==> src/rtl/mux_n_pkg.sv <==
// Shared constants for the N-channel streaming selector.
// Mode encodings select between external-select and round-robin arbitration.
package mux_n_pkg;
   localparam logic MODE_FIXED = 1'b0;
   localparam logic MODE_RR    = 1'b1;
   localparam int   DEF_N      = 4;
   localparam int   DEF_WIDTH  = 8;
endpackage

==> src/rtl/rr_pick.sv <==
// Combinational round-robin picker: first set request at or above ptr, wrapping modulo N.
// Zero latency; no handshake of its own.
module rr_pick
   import mux_n_pkg::*;
#(
   parameter int N     = DEF_N,
   parameter int SEL_W = $clog2(N)
) (
   input  logic [N-1:0]     req,
   input  logic [SEL_W-1:0] ptr,
   output logic             gnt_valid,
   output logic [SEL_W-1:0] gnt_idx
);
   logic [N-1:0]     rot;
   logic [SEL_W-1:0] off;

   // Rotate so ptr lands at bit 0, pick the lowest set bit, then rotate the index back.
   always_comb begin
      rot = '0;
      for (int i = 0; i < N; i++) begin
         rot[i] = req[SEL_W'((i + int'(ptr)) % N)];
      end
      gnt_valid = |rot;
      off = '0;
      for (int i = N - 1; i >= 0; i--) begin
         if (rot[i]) off = SEL_W'(i);
      end
      gnt_idx = SEL_W'((int'(off) + int'(ptr)) % N);
   end
endmodule

==> src/rtl/mux_n_rr.sv <==
// N-channel registered stream mux, fixed or round-robin selection; one cycle input-to-output latency.
// Backpressure: out_ready low with out_valid high holds the output word and drops every in_ready.
module mux_n_rr
   import mux_n_pkg::*;
#(
   parameter int N     = DEF_N,
   parameter int WIDTH = DEF_WIDTH,
   parameter int SEL_W = $clog2(N)
) (
   input  logic               clk,
   input  logic               rst,
   input  logic               mode,
   input  logic [SEL_W-1:0]   sel,
   input  logic [N*WIDTH-1:0] in_data,
   input  logic [N-1:0]       in_valid,
   output logic [N-1:0]       in_ready,
   output logic [WIDTH-1:0]   out_data,
   output logic [SEL_W-1:0]   out_chan,
   output logic               out_valid,
   input  logic               out_ready
);
   logic [WIDTH-1:0] lane [N];
   logic [SEL_W-1:0] ptr;
   logic [SEL_W-1:0] rr_idx;
   logic [SEL_W-1:0] gnt_idx;
   logic             rr_vld;
   logic             fix_vld;
   logic             gnt_vld;
   logic             free;
   logic             take;

   rr_pick #(.N(N), .SEL_W(SEL_W)) u_pick (
      .req       (in_valid),
      .ptr       (ptr),
      .gnt_valid (rr_vld),
      .gnt_idx   (rr_idx)
   );

   always_comb begin
      for (int k = 0; k < N; k++) begin
         lane[k] = in_data[k*WIDTH +: WIDTH];
      end
   end

   // An out-of-range select must never grant, even when N is not a power of two.
   assign fix_vld = (int'(sel) < N) && in_valid[sel];
   assign gnt_vld = (mode == MODE_RR) ? rr_vld : fix_vld;
   assign gnt_idx = (mode == MODE_RR) ? rr_idx : sel;
   assign free    = !out_valid || out_ready;
   assign take    = free && gnt_vld && !rst;

   always_comb begin
      in_ready = '0;
      for (int k = 0; k < N; k++) begin
         in_ready[k] = take && (gnt_idx == SEL_W'(k));
      end
   end

   always_ff @(posedge clk) begin
      if (rst) begin
         out_valid <= 1'b0;
         out_data  <= '0;
         out_chan  <= '0;
         ptr       <= '0;
      end else if (free) begin
         if (gnt_vld) begin
            out_valid <= 1'b1;
            out_data  <= lane[gnt_idx];
            out_chan  <= gnt_idx;
            // Tracked in fixed mode too, so round-robin resumes after the last channel served.
            ptr       <= (int'(gnt_idx) == N - 1) ? '0 : gnt_idx + 1'b1;
         end else begin
            out_valid <= 1'b0;
         end
      end
   end
endmodule

==> config.mk <==
export PLATFORM = sky130hd
export DESIGN_NAME = mux_n_rr
export DESIGN_NICKNAME = d
export VERILOG_FILES = /design/src/rtl/mux_n_pkg.sv /design/src/rtl/rr_pick.sv /design/src/rtl/mux_n_rr.sv
export SDC_FILE = /design/constraint.sdc
export NUM_CORES = 1
export LEC_CHECK = 0
export BUFFER_PORTS_ARGS = -buffer_cell sky130_fd_sc_hd__buf_2
export CAP_MARGIN = 20
export CORE_MARGIN = 3
export CORE_UTILIZATION = 40
export CTS_CLUSTER_DIAMETER = 50
export CTS_CLUSTER_SIZE = 25
export DETAILED_ROUTE_END_ITERATION = 7
export GPL_TIMING_DRIVEN = 0
export PLACE_DENSITY = 0.74
export SLEW_MARGIN = 20
export SYNTH_ARGS = -nofsm -noshare
export SYNTH_HDL_FRONTEND = slang
export SYNTH_SLANG_ARGS = --single-unit
==> constraint.sdc <==
create_clock -name clk -period 3.4 [get_ports clk]
set_input_delay 0.85 -clock clk [delete_from_list [all_inputs] [get_ports clk]]
set_output_delay 0.85 -clock clk [all_outputs]
set_load 0.1 [all_outputs]
==> metrics.txt, run 1 <==
status finished with violations; failing checks negative setup slack; MaxCap Viol Count 0; H-tree Lvls 1; root buf cell clkbuf_4; crit start category primary input; Max Freq 275 MHz; # IOs 57; vias 1568; final worst path period need 3.64 ns; routed wire length 4.09 mm; slowest stage cell, crit path a211o_1; die area 4400 µm²; worst r2r src ptr[0]$_SDFFE_PP0P_; Die Span Y 66.3 µm; Simple-Gate Fraction of Synth Area 24.8%; antenna diode count 0; vias in the first global route 1502; Async SR Flop Fraction 0%; Clock Pin Slew Worst Setup and Hold Paths 0.08 ns; Rows 21; Compound-Gate Fraction of Synth Area 23.2%; worst-path maximum fanout 3; buffers and inverters on the worst path 4; largest family of logic cells by synthesized area multiplexers; Setup TNS -0.855 ns; worst path required time 2.55 ns; via-per-instance ratio 5.54; min-delay worst type reg -> reg; slowest cell delay on critical path 0.30 ns; reg2reg setup slack 0.45 ns; final worst path period share 107%; crit end category output pin; # clock sinks 13; WL/cell 14.4 µm; Post-CTS Hold Buffers 0; warnings from Yosys 0; Critical path origin in_valid[1]; EDFF count, synth 0; largest net degree at the start of global routing 11; clock skew 0.00285 ns; worst hold slack 0.446 ns; Power Density 453 nW/µm²; worst path arrival time 2.79 ns; area growth from synthesis to layout 43.2%; clk_lat worst skew 0.27 ns; First DRT Iteration DRCs 88; final hold vios 0; Yosys reg bits 13; Finished Cell Area 2080 µm²; register area share after synthesis 17.9%; cts bufs inserted 3; Leak 0.878 nW; Final Max Slew Viols 0; family with the most delay on the worst path simple AND/OR/NAND/NOR gates; critical path cell sequence buf_8, buf_4, buf_4, nor2_1, nor4_1, a211o_1, ha_4, xnor2_4, nor3_4, nor2_4, a21oi_2, nor2_4, buf_12; Mapped Cells 173; dpl ws -0.737 ns; Initial Util 42.6%; Mapped Area 1460 µm²; worst relative slew slack 51.1%; Crit Path Category in -> out; final setup margin -0.242 ns; RSZ-0062 raised after global routing yes; Syn Nets 216; Port-buffer cells 52; ys flop type dfxtp_1; antenna violations before repair 0; DR pass1 iterations 4; DP HPWL 3.04 mm; peak supply drop 0.173 mV; Clock Path Buffers 2; Synth Area in Adders 0.860%; final-report setup violation count 4; CTS tree yes; total gr overflow 0; Layout Nets 281; Worst-Margin Slew 0.733 ns; residual DRC count 0; DRT antenna net count 0; post-synthesis xor/xnor area fraction 1.81%; total track usage 18.9%; placed instance area 1900 µm²; core footprint 3420 µm²; ratio of cells with drive above 1 in the final layout 46.4%; post-synth cell types 45; Die X 66.3 µm; Placer Congestion 0.821; first-pass GRT wire length 6.64 mm; Post-Syn Area per Cell 8.41 µm²; mux contribution to synthesized area 25.2%; worst hold start out_data[0]$_SDFFE_PP0P_
-- final cells by class --
cell class	count	area, µm²
fill	324	1330
multi-input combinational	143	1250
timing repair buffer	62	405
sequential	13	260
buffer	14	82.6
tap	46	57.6
clock buffer	4	26.3
inverter	1	3.75
-- where the power goes --
group / leakage (nW) / total (mW) / internal, mW / switching, mW
sequential: 0.108 / 0.185 / 0.174 / 0.0107
clock: 0.0150 / 0.0915 / 0.0454 / 0.0462
combinational: 0.755 / 0.667 / 0.244 / 0.424
-- worst paths after layout --
kind / end / depth (start not counted)
setup reg to reg: out_data[1]$_SDFFE_PP0P_ / 11
setup / recovery: in_ready[0] / 13
hold / removal: out_data[0]$_SDFFE_PP0P_ / 2
hold reg to reg: out_data[0]$_SDFFE_PP0P_ / 2
-- layer usage --
| metal | track usage, % | vias up | share of wire, % |
|---|---|---|---|
| met4 | 4.82 | 0 | 0 |
| met2 | 31.8 | 50 | 52 |
| met5 | 0 | - | 0 |
| met1 | 26.0 | 741 | 43 |
| li1 | - | 777 | - |
| met3 | 1.19 | 0 | 5.5 |
-- synth_stat cells, drive strengths merged (3+ instances only) --
cell	n	share of area, %
clkbuf	7	2.3
nand3	11	4.5
o21ai	20	7.1
a31oi	12	5.2
nand2	12	3.1
a21oi	7	3.4
nor2b	12	5.7
nor2	18	5.2
buf	9	3.7
nor3	3	1.8
mux2i	16	11
mux4	9	14
dfxtp	13	18
-- worst min-delay path: stages (launching register included) --
cell and delay, ns:
dfxtp_1 0.31, nand2_1 0.04, o21ai_1 0.05
-- sequential cells by signal, indices dropped and copies added (netlist names) --
signal,cells
out_chan,2
ptr,2
out_valid,1
out_data,8
-- cells in the final DEF (no fill, tap or decap), types with 2 or more instances in the layout --
| master | n |
|---|---|
| dfxtp_1 | 13 |
| nor3b_1 | 2 |
| mux4_2 | 8 |
| buf_4 | 11 |
| clkbuf_4 | 5 |
| nor2_1 | 11 |
| buf_8 | 2 |
| a31oi_4 | 2 |
| buf_12 | 4 |
| a31oi_1 | 10 |
| buf_2 | 52 |
| clkbuf_1 | 5 |
| nand2b_1 | 2 |
| a21oi_1 | 3 |
| nor2b_1 | 11 |
| mux2i_1 | 16 |
| o21ai_1 | 12 |
| nand3_1 | 9 |
| nor3_1 | 2 |
| a21oi_2 | 3 |
| o21ai_0 | 7 |
| nor2_4 | 5 |
| a22o_1 | 2 |
| nand2_1 | 11 |
| nor2_2 | 2 |
-- through the flow --
step | instances | power, mW | utilization (%)
2_1_floorplan | 173 | 0.694 | -
3_3_place_gp | 271 | 0.797 | 55.6
3_5_place_dp | 271 | 0.804 | 55.6
4_1_cts | 282 | 0.943 | 60.7
5_1_grt | 283 | 0.999 | 61.0
6_report | 283 | 0.944 | 61.0
-- cells by family after synthesis --
kind of cell / Yosys count
flip-flops: 13
buffers and inverters: 17
AND/OR/NAND/NOR: 65
XOR/XNOR: 3
adder cells (fa/ha/maj): 1
AO/OA/AOI/OAI: 49
multiplexers: 25
-- timing repair --
item	CTS	global route
hold endpoints to repair	0	0
pin swaps	8	6
resized for setup	24	4
setup buffers	7	3
gates cloned	0	0
endpoints found under the setup margin	4	4
(Power assumes the default switching activity.)
==> run 2: changes to the inputs <==
Settings changed: BUFFER_PORTS_ARGS -buffer_cell sky130_fd_sc_hd__buf_2 to not set, DONT_BUFFER_PORTS set to 1, PLACE_DENSITY 0.74 to 0.6.
Clock period 3.4 ns to 3.1 ns, I/O delays scaled along.
==> run 2 against run 1 <==
Against the previous run:
- critical path type unchanged
- cell count fell by 20%
- clock skew rose by 0.0015 ns
- non-clock buffer count decreased by 56
- the flow still finishes with violations (negative setup slack)
- register-to-register slack better by 0.02 ns
- sequential power grew 92%
- flip-flop and latch count unchanged
- critical path depth down 3
- count of clock-buffer cells in the layout unchanged
- global-route usage is essentially flat
- first-iteration DRC count fell by 11%
- sequential share of layout area grew 2.7 points
- hold slack improved by 0.12 ns
==> metrics.txt, run 2 (synthesis results as in run 1) <==
die area 4400 µm² (unchanged); # clock sinks 13 (unchanged); Finished Layout Cells 227 (-20%); first-pass GRT wire length 6.48 mm (-2.4%); clk_lat worst skew 0.26 ns (about the same); core footprint 3420 µm² (unchanged); status finished with violations; MaxCap Viol Count 0 (unchanged); Final Max Slew Viols 0 (unchanged); Power Density 564 nW/µm² (+24%); critical path cell sequence and2b_1, a221oi_2, a31oi_1, a211o_1, ha_4, xnor2_4, nor3_4, nor2_4, a31oi_4, nor2_4; Fillers 328 (+1.2%); Layout Nets 225 (-20%); multi-input logic area 1250 µm² (+0.60%); antenna violations before repair 0 (unchanged); commonest non-fill, non-tap cells in the layout mux2i_1 (16), o21ai_1 (12), dfxtp_1 (12); CTS tree yes; DR pass1 iterations 4 (unchanged); failing checks negative setup slack; ratio of cells with drive above 1 in the final layout 30.4% (-16 points); total track usage 18.9% (+0.049 points); Post-CTS Hold Buffers 0 (unchanged); # IOs 57 (unchanged); Worst-Margin Slew 0.998 ns (+0.265 ns); final hold vios 0 (unchanged); clock skew 0.00430 ns (+0.00145 ns); FF+latch area 264 µm² (+1.4%); Clock Path Buffers 2 (unchanged); slowest stage cell, crit path nor2_4; crit start category primary input; final-report setup violation count 4 (unchanged); crit end category output pin; largest register by flop count out_data; Top Registers out_data x8, out_chan x2, ptr x2; worst relative slew slack 33.4% (-18 points); final setup margin -0.516 ns (-0.274 ns); placed cells 219 (-19%); Die X 66.3 µm (unchanged); routed wire length 4.07 mm (-0.51%); WL/cell 17.9 µm (+24%); RSZ-0062 raised after global routing yes; total gr overflow 0 (unchanged); worst path required time 2.32 ns (-0.23 ns); Die Span Y 66.3 µm (unchanged); Clock Pin Slew Worst Setup and Hold Paths 0.07 ns (about the same); largest net degree at the start of global routing 11 (unchanged); Crit Path Category in -> out; max FFs per register 8 (unchanged); Rows 21 (unchanged); Leak 0.625 nW (-29%); antenna diode count 0 (unchanged); DRT antenna net count 0 (unchanged); vias in the first global route 1372 (-8.7%); area growth from synthesis to layout 19.5%; vias 1371 (-13%); First DRT Iteration DRCs 78 (-11%); final worst path period share 117%; H-tree Lvls 1 (unchanged); Max Freq 277 MHz; dpl ws -0.586 ns (+0.151 ns); Most common cell on crit path nor2_4; via-per-instance ratio 6.04 (+9.0%); worst-path maximum fanout 8 (+5); peak supply drop 0.155 mV (-10%); min-delay worst type in -> reg; most common cell after layout, fill and taps aside mux2i_1; slowest cell delay on critical path 0.51 ns (+0.21 ns); DP HPWL 3.03 mm (about the same); final worst path period need 3.62 ns; Port-buffer cells 0 (-100%); residual DRC count 0 (unchanged); Placer Congestion 0.833 (+1.5%); Initial Util 42.6% (unchanged); worst path arrival time 2.84 ns (+0.05 ns); root buf cell clkbuf_4; cts bufs inserted 3 (unchanged)
run 2: cell count changes in the layout (fill, tap and decap cells not counted), moves of 2 or more:
cell    before  now
buf_4       11    8
buf_2       52    5
buf_8        2    0
buf_12       4    1
run 2: per-stage QoR:
step / hold slack (ns) / instance area, µm² / util, % / power (mW) / setup TNS, ns
floorplan: 0.646 / 1580 / - / 0.761 / -1.62
finish: 0.562 / 1740 / 50.9 / 0.980 / -1.90
detailed placement: 0.705 / 1640 / 47.9 / 0.838 / -2.90
CTS: 0.556 / 1740 / 51.0 / 0.981 / -2.09
global route: 0.539 / 1740 / 50.9 / 1.04 / -2.33
global placement: 0.676 / 1640 / 47.9 / 0.825 / -2.43
run 2: repair_timing:
item,in CTS,in global routing
pin swaps,10,12
resized for setup,9,5
buffers inserted,5,2
endpoints found under the hold margin,0,0
endpoints found under the setup margin,4,10
run 2: layout make-up:
cell class                 count  share of cell area (%)
tap                           46                    3.31
timing repair buffer           7                    3.02
buffer                        13                    4.60
sequential                    13                    15.2
inverter                       1                   0.216
multi-input combinational    143                    72.2
clock buffer                   4                    1.51
run 2: routing by layer:
layer	part of all wire, %	global-route usage, %
met5	0	0
met2	48	28.6
met4	0.84	6.60
met1	46	27.9
met3	5.7	1.53
run 2: final timing paths:
path,cells past startpoint,slack (ns),start,end
worst max-delay path,10,-0.52,in_valid[1],in_ready[1]
worst min-delay path,1,0.56,rst,ptr[0]$_SDFFE_PP0P_
worst max register to register,11,0.47,ptr[0]$_SDFFE_PP0P_,out_data[2]$_SDFFE_PP0P_
worst min register to register,2,0.56,ptr[0]$_SDFFE_PP0P_,ptr[0]$_SDFFE_PP0P_
run 2: power breakdown:
| part | internal, mW | total (mW) | switching [mW] |
|---|---|---|---|
| combinational | 0.226 | 0.527 | 0.300 |
| sequential | 0.191 | 0.355 | 0.164 |
| clock | 0.0497 | 0.0988 | 0.0491 |
| total | 0.467 | 0.980 | 0.513 |
run 2: critical path: cells and delay by family:
kind	cells	cell delay (ns)
fa+ha+maj	1	0.21
xor+xnor	1	0.23
simple gates	4	0.91
compound gates	4	0.70
==> run 3: changes to the inputs <==
Settings changed: ABC_AREA set to 1.
==> run 3 against run 2 <==
Against the previous run:
- the flow still finishes with violations (negative setup slack)
- cell count up 17%
- global-route usage up 0.76 points
- clock skew down 0.0035 ns
- fmax up 7.5%
- count of clock-buffer cells in the layout unchanged
- area after synthesis down 18%
==> metrics.txt, run 3 <==
status finished with violations; failing checks negative setup slack; final worst path period share 109% (-8.1 points); antenna violations before repair 0 (unchanged); # clock sinks 13 (unchanged); RSZ-0062 raised after global routing yes; largest register by flop count out_data; worst-path maximum fanout 5 (-3); min-delay worst type in -> reg; final setup margin -0.264 ns (+0.252 ns); antenna diode count 0 (unchanged); cell count of the worst reg-to-reg path 17 (+6); CTS tree yes; Placer Congestion 0.792 (-4.9%); critical path cell sequence buf_6, nand2_2, nand2_2, nand2_1, a31oi_1, nor2_1, ha_2, xor2_2, inv_1, nand2_2, nand3_4, nand2_4, nand3_4, nor2_4; crit end category output pin; top-count cell post-synth nand2_1; Worst-Margin Slew 0.979 ns (-0.0190 ns); slowest stage cell, crit path nor2_4; worst hold start rst; first-pass GRT wire length 5.58 mm (-14%); Yosys reg bits 13 (unchanged); total track usage 19.7% (+0.76 points); clock skew 0.000817 ns (-0.00348 ns); register area share after synthesis 21.7% (+3.8 points); worst r2r src ptr[0]$_SDFFE_PP0P_; worst path required time 2.32 ns (about the same); Top Registers out_data x8, out_chan x2, ptr x2; buffers and inverters on the worst path 2 (+2); largest net degree at the start of global routing 20 (+9); vias 1387 (+1.2%); DRT antenna net count 0 (unchanged); Fillers 282 (-14%); most common cell after layout, fill and taps aside nand2_1; placed cells 253 (+16%); worst hold path cell count 3 (+2); Die X 60.7 µm (-8.4%); EDFF count, synth 0 (unchanged); Die Span Y 60.7 µm (-8.4%); Levels on crit path 14 (+4); Finished Cell Area 1530 µm² (-12%); warnings from Yosys 0 (unchanged); Mapped Cells 221 (+28%); via-per-instance ratio 5.23 (-13%); peak supply drop 0.556 mV (+260%); First DRT Iteration DRCs 48 (-38%); cts bufs inserted 3 (unchanged); Max Freq 297 MHz (+7.5%); family with the most delay on the worst path simple AND/OR/NAND/NOR gates; Clock Path Buffers 2 (unchanged); Mapped Area 1200 µm² (-18%); worst relative slew slack 34.6% (+1.3 points); total gr overflow 0 (unchanged); worst path arrival time 2.59 ns (-0.25 ns); residual DRC count 0 (unchanged); DR pass1 iterations 4 (unchanged); commonest non-fill, non-tap cells in the layout nand2_1 (84), nand3_1 (26), inv_1 (23); Port-buffer cells 0 (unchanged); placed instance area 1350 µm² (-17%); Power Density 797 nW/µm² (+41%); top cells by area, synth nand2_1 (31%), dfxtp_1 (22%), nand3_1 (12%); die area 3690 µm² (-16%); Most common cell on crit path nand2_2; vias in the first global route 1316 (-4.1%); root buf cell clkbuf_4; post-synth top area share 31.3% (+13 points); final worst path period need 3.36 ns (-0.252 ns); Post-Syn Area per Cell 5.42 µm² (-36%); H-tree Lvls 1 (unchanged); ratio of cells with drive above 1 in the final layout 28.2% (-2.2 points); worst hold slack 0.633 ns (+0.0711 ns); clk_lat worst skew 0.28 ns (+0.02 ns); max FFs per register 8 (unchanged); final-report setup violation count 4 (unchanged); Final Core Density 54.5% (+3.6 points); core footprint 2810 µm² (-18%); final hold vios 0 (unchanged); leading area contributor after synthesis nand2_1; Crit Path Category reg -> out; Rows 19 (-9.5%); Async SR Flop Fraction 0% (unchanged); Tot Pwr 1.22 mW (+24%); post-synth cell types 23 (-49%); Clock Pin Slew Worst Setup and Hold Paths 0.07 ns (about the same); Syn Nets 264 (+22%); slowest cell delay on critical path 0.50 ns (about the same); Leak 0.821 nW (+31%); MaxCap Viol Count 0 (unchanged); Final Max Slew Viols 0 (unchanged); top cells by count, synth nand2_1 (100), nand3_1 (29), inv_1 (27); DP HPWL 2.59 mm (-15%); crit start category flip-flop; Critical path origin ptr[0]$_SDFFE_PP0P_; routed wire length 3.40 mm (-16%); Initial Util 42.7% (+0.13 points); ys flop type dfxtp_1; # IOs 57 (unchanged); WL/cell 12.8 µm (-28%); Finished Layout Cells 265 (+17%); area growth from synthesis to layout 27.7%; Layout Nets 278 (+24%)
==> run 3: cell families after synthesis <==
family                   share of synthesized area, %
AO/OA/AOI/OAI                                    7.10
flip-flops                                       21.7
adder cells (fa/ha/maj)                          1.04
XOR/XNOR                                        0.731
buffers and inverters                            12.9
AND/OR/NAND/NOR                                  56.5
==> run 3: path summary, 6_finish.rpt <==
check	to	slack (ns)
max	in_ready[2]	-0.26
min	ptr[1]$_SDFFE_PP0P_	0.63
max reg2reg	out_data[0]$_SDFFE_PP0P_	0.79
min reg2reg	ptr[1]$_SDFFE_PP0P_	0.67
==> run 3: metal layers <==
layer	up-vias	share of wire [%]	global-route usage, %
li1	710	-	-
met1	624	41	24.5
met2	47	52	34.0
met3	6	5.9	3.83
met4	0	1.2	6.50
met5	-	0	0
==> run 3: final cells by class <==
type / instances / area [µm²] / area share, %
timing repair buffer: 10 / 90.1 / 5.89
tap: 31 / 38.8 / 2.53
sequential: 13 / 268 / 17.5
buffer: 4 / 37.5 / 2.45
clock buffer: 4 / 26.3 / 1.72
inverter: 32 / 143 / 9.32
multi-input combinational: 171 / 927 / 60.6
==> run 3: report_power, final <==
part	switching [mW]	internal, mW
registers	0.252	0.206
clock network	0.0544	0.0500
logic	0.413	0.243
==> run 3: metrics by stage <==
step	setup slack [ns]	TNS [ns]
floorplan	-0.575	-1.48
global placement	-0.700	-2.03
detailed placement	-0.683	-1.53
CTS	-0.247	-0.719
global route	-0.431	-1.67
finish	-0.264	-1.04
==> run 3: worst min-delay path: cells and delay by family <==
kind	cells	cell delay (ns)
and+or+nand+nor	2	0.08
AOI/OAI and AO/OA	1	0.02
==> run 3: what timing repair did <==
action                     CTS  global route
gates cloned                 1             0
pin swaps                   19            13
gates resized for setup     25             4
hold buffers                 0             0
setup buffers                4             4
setup endpoints to repair    4             4
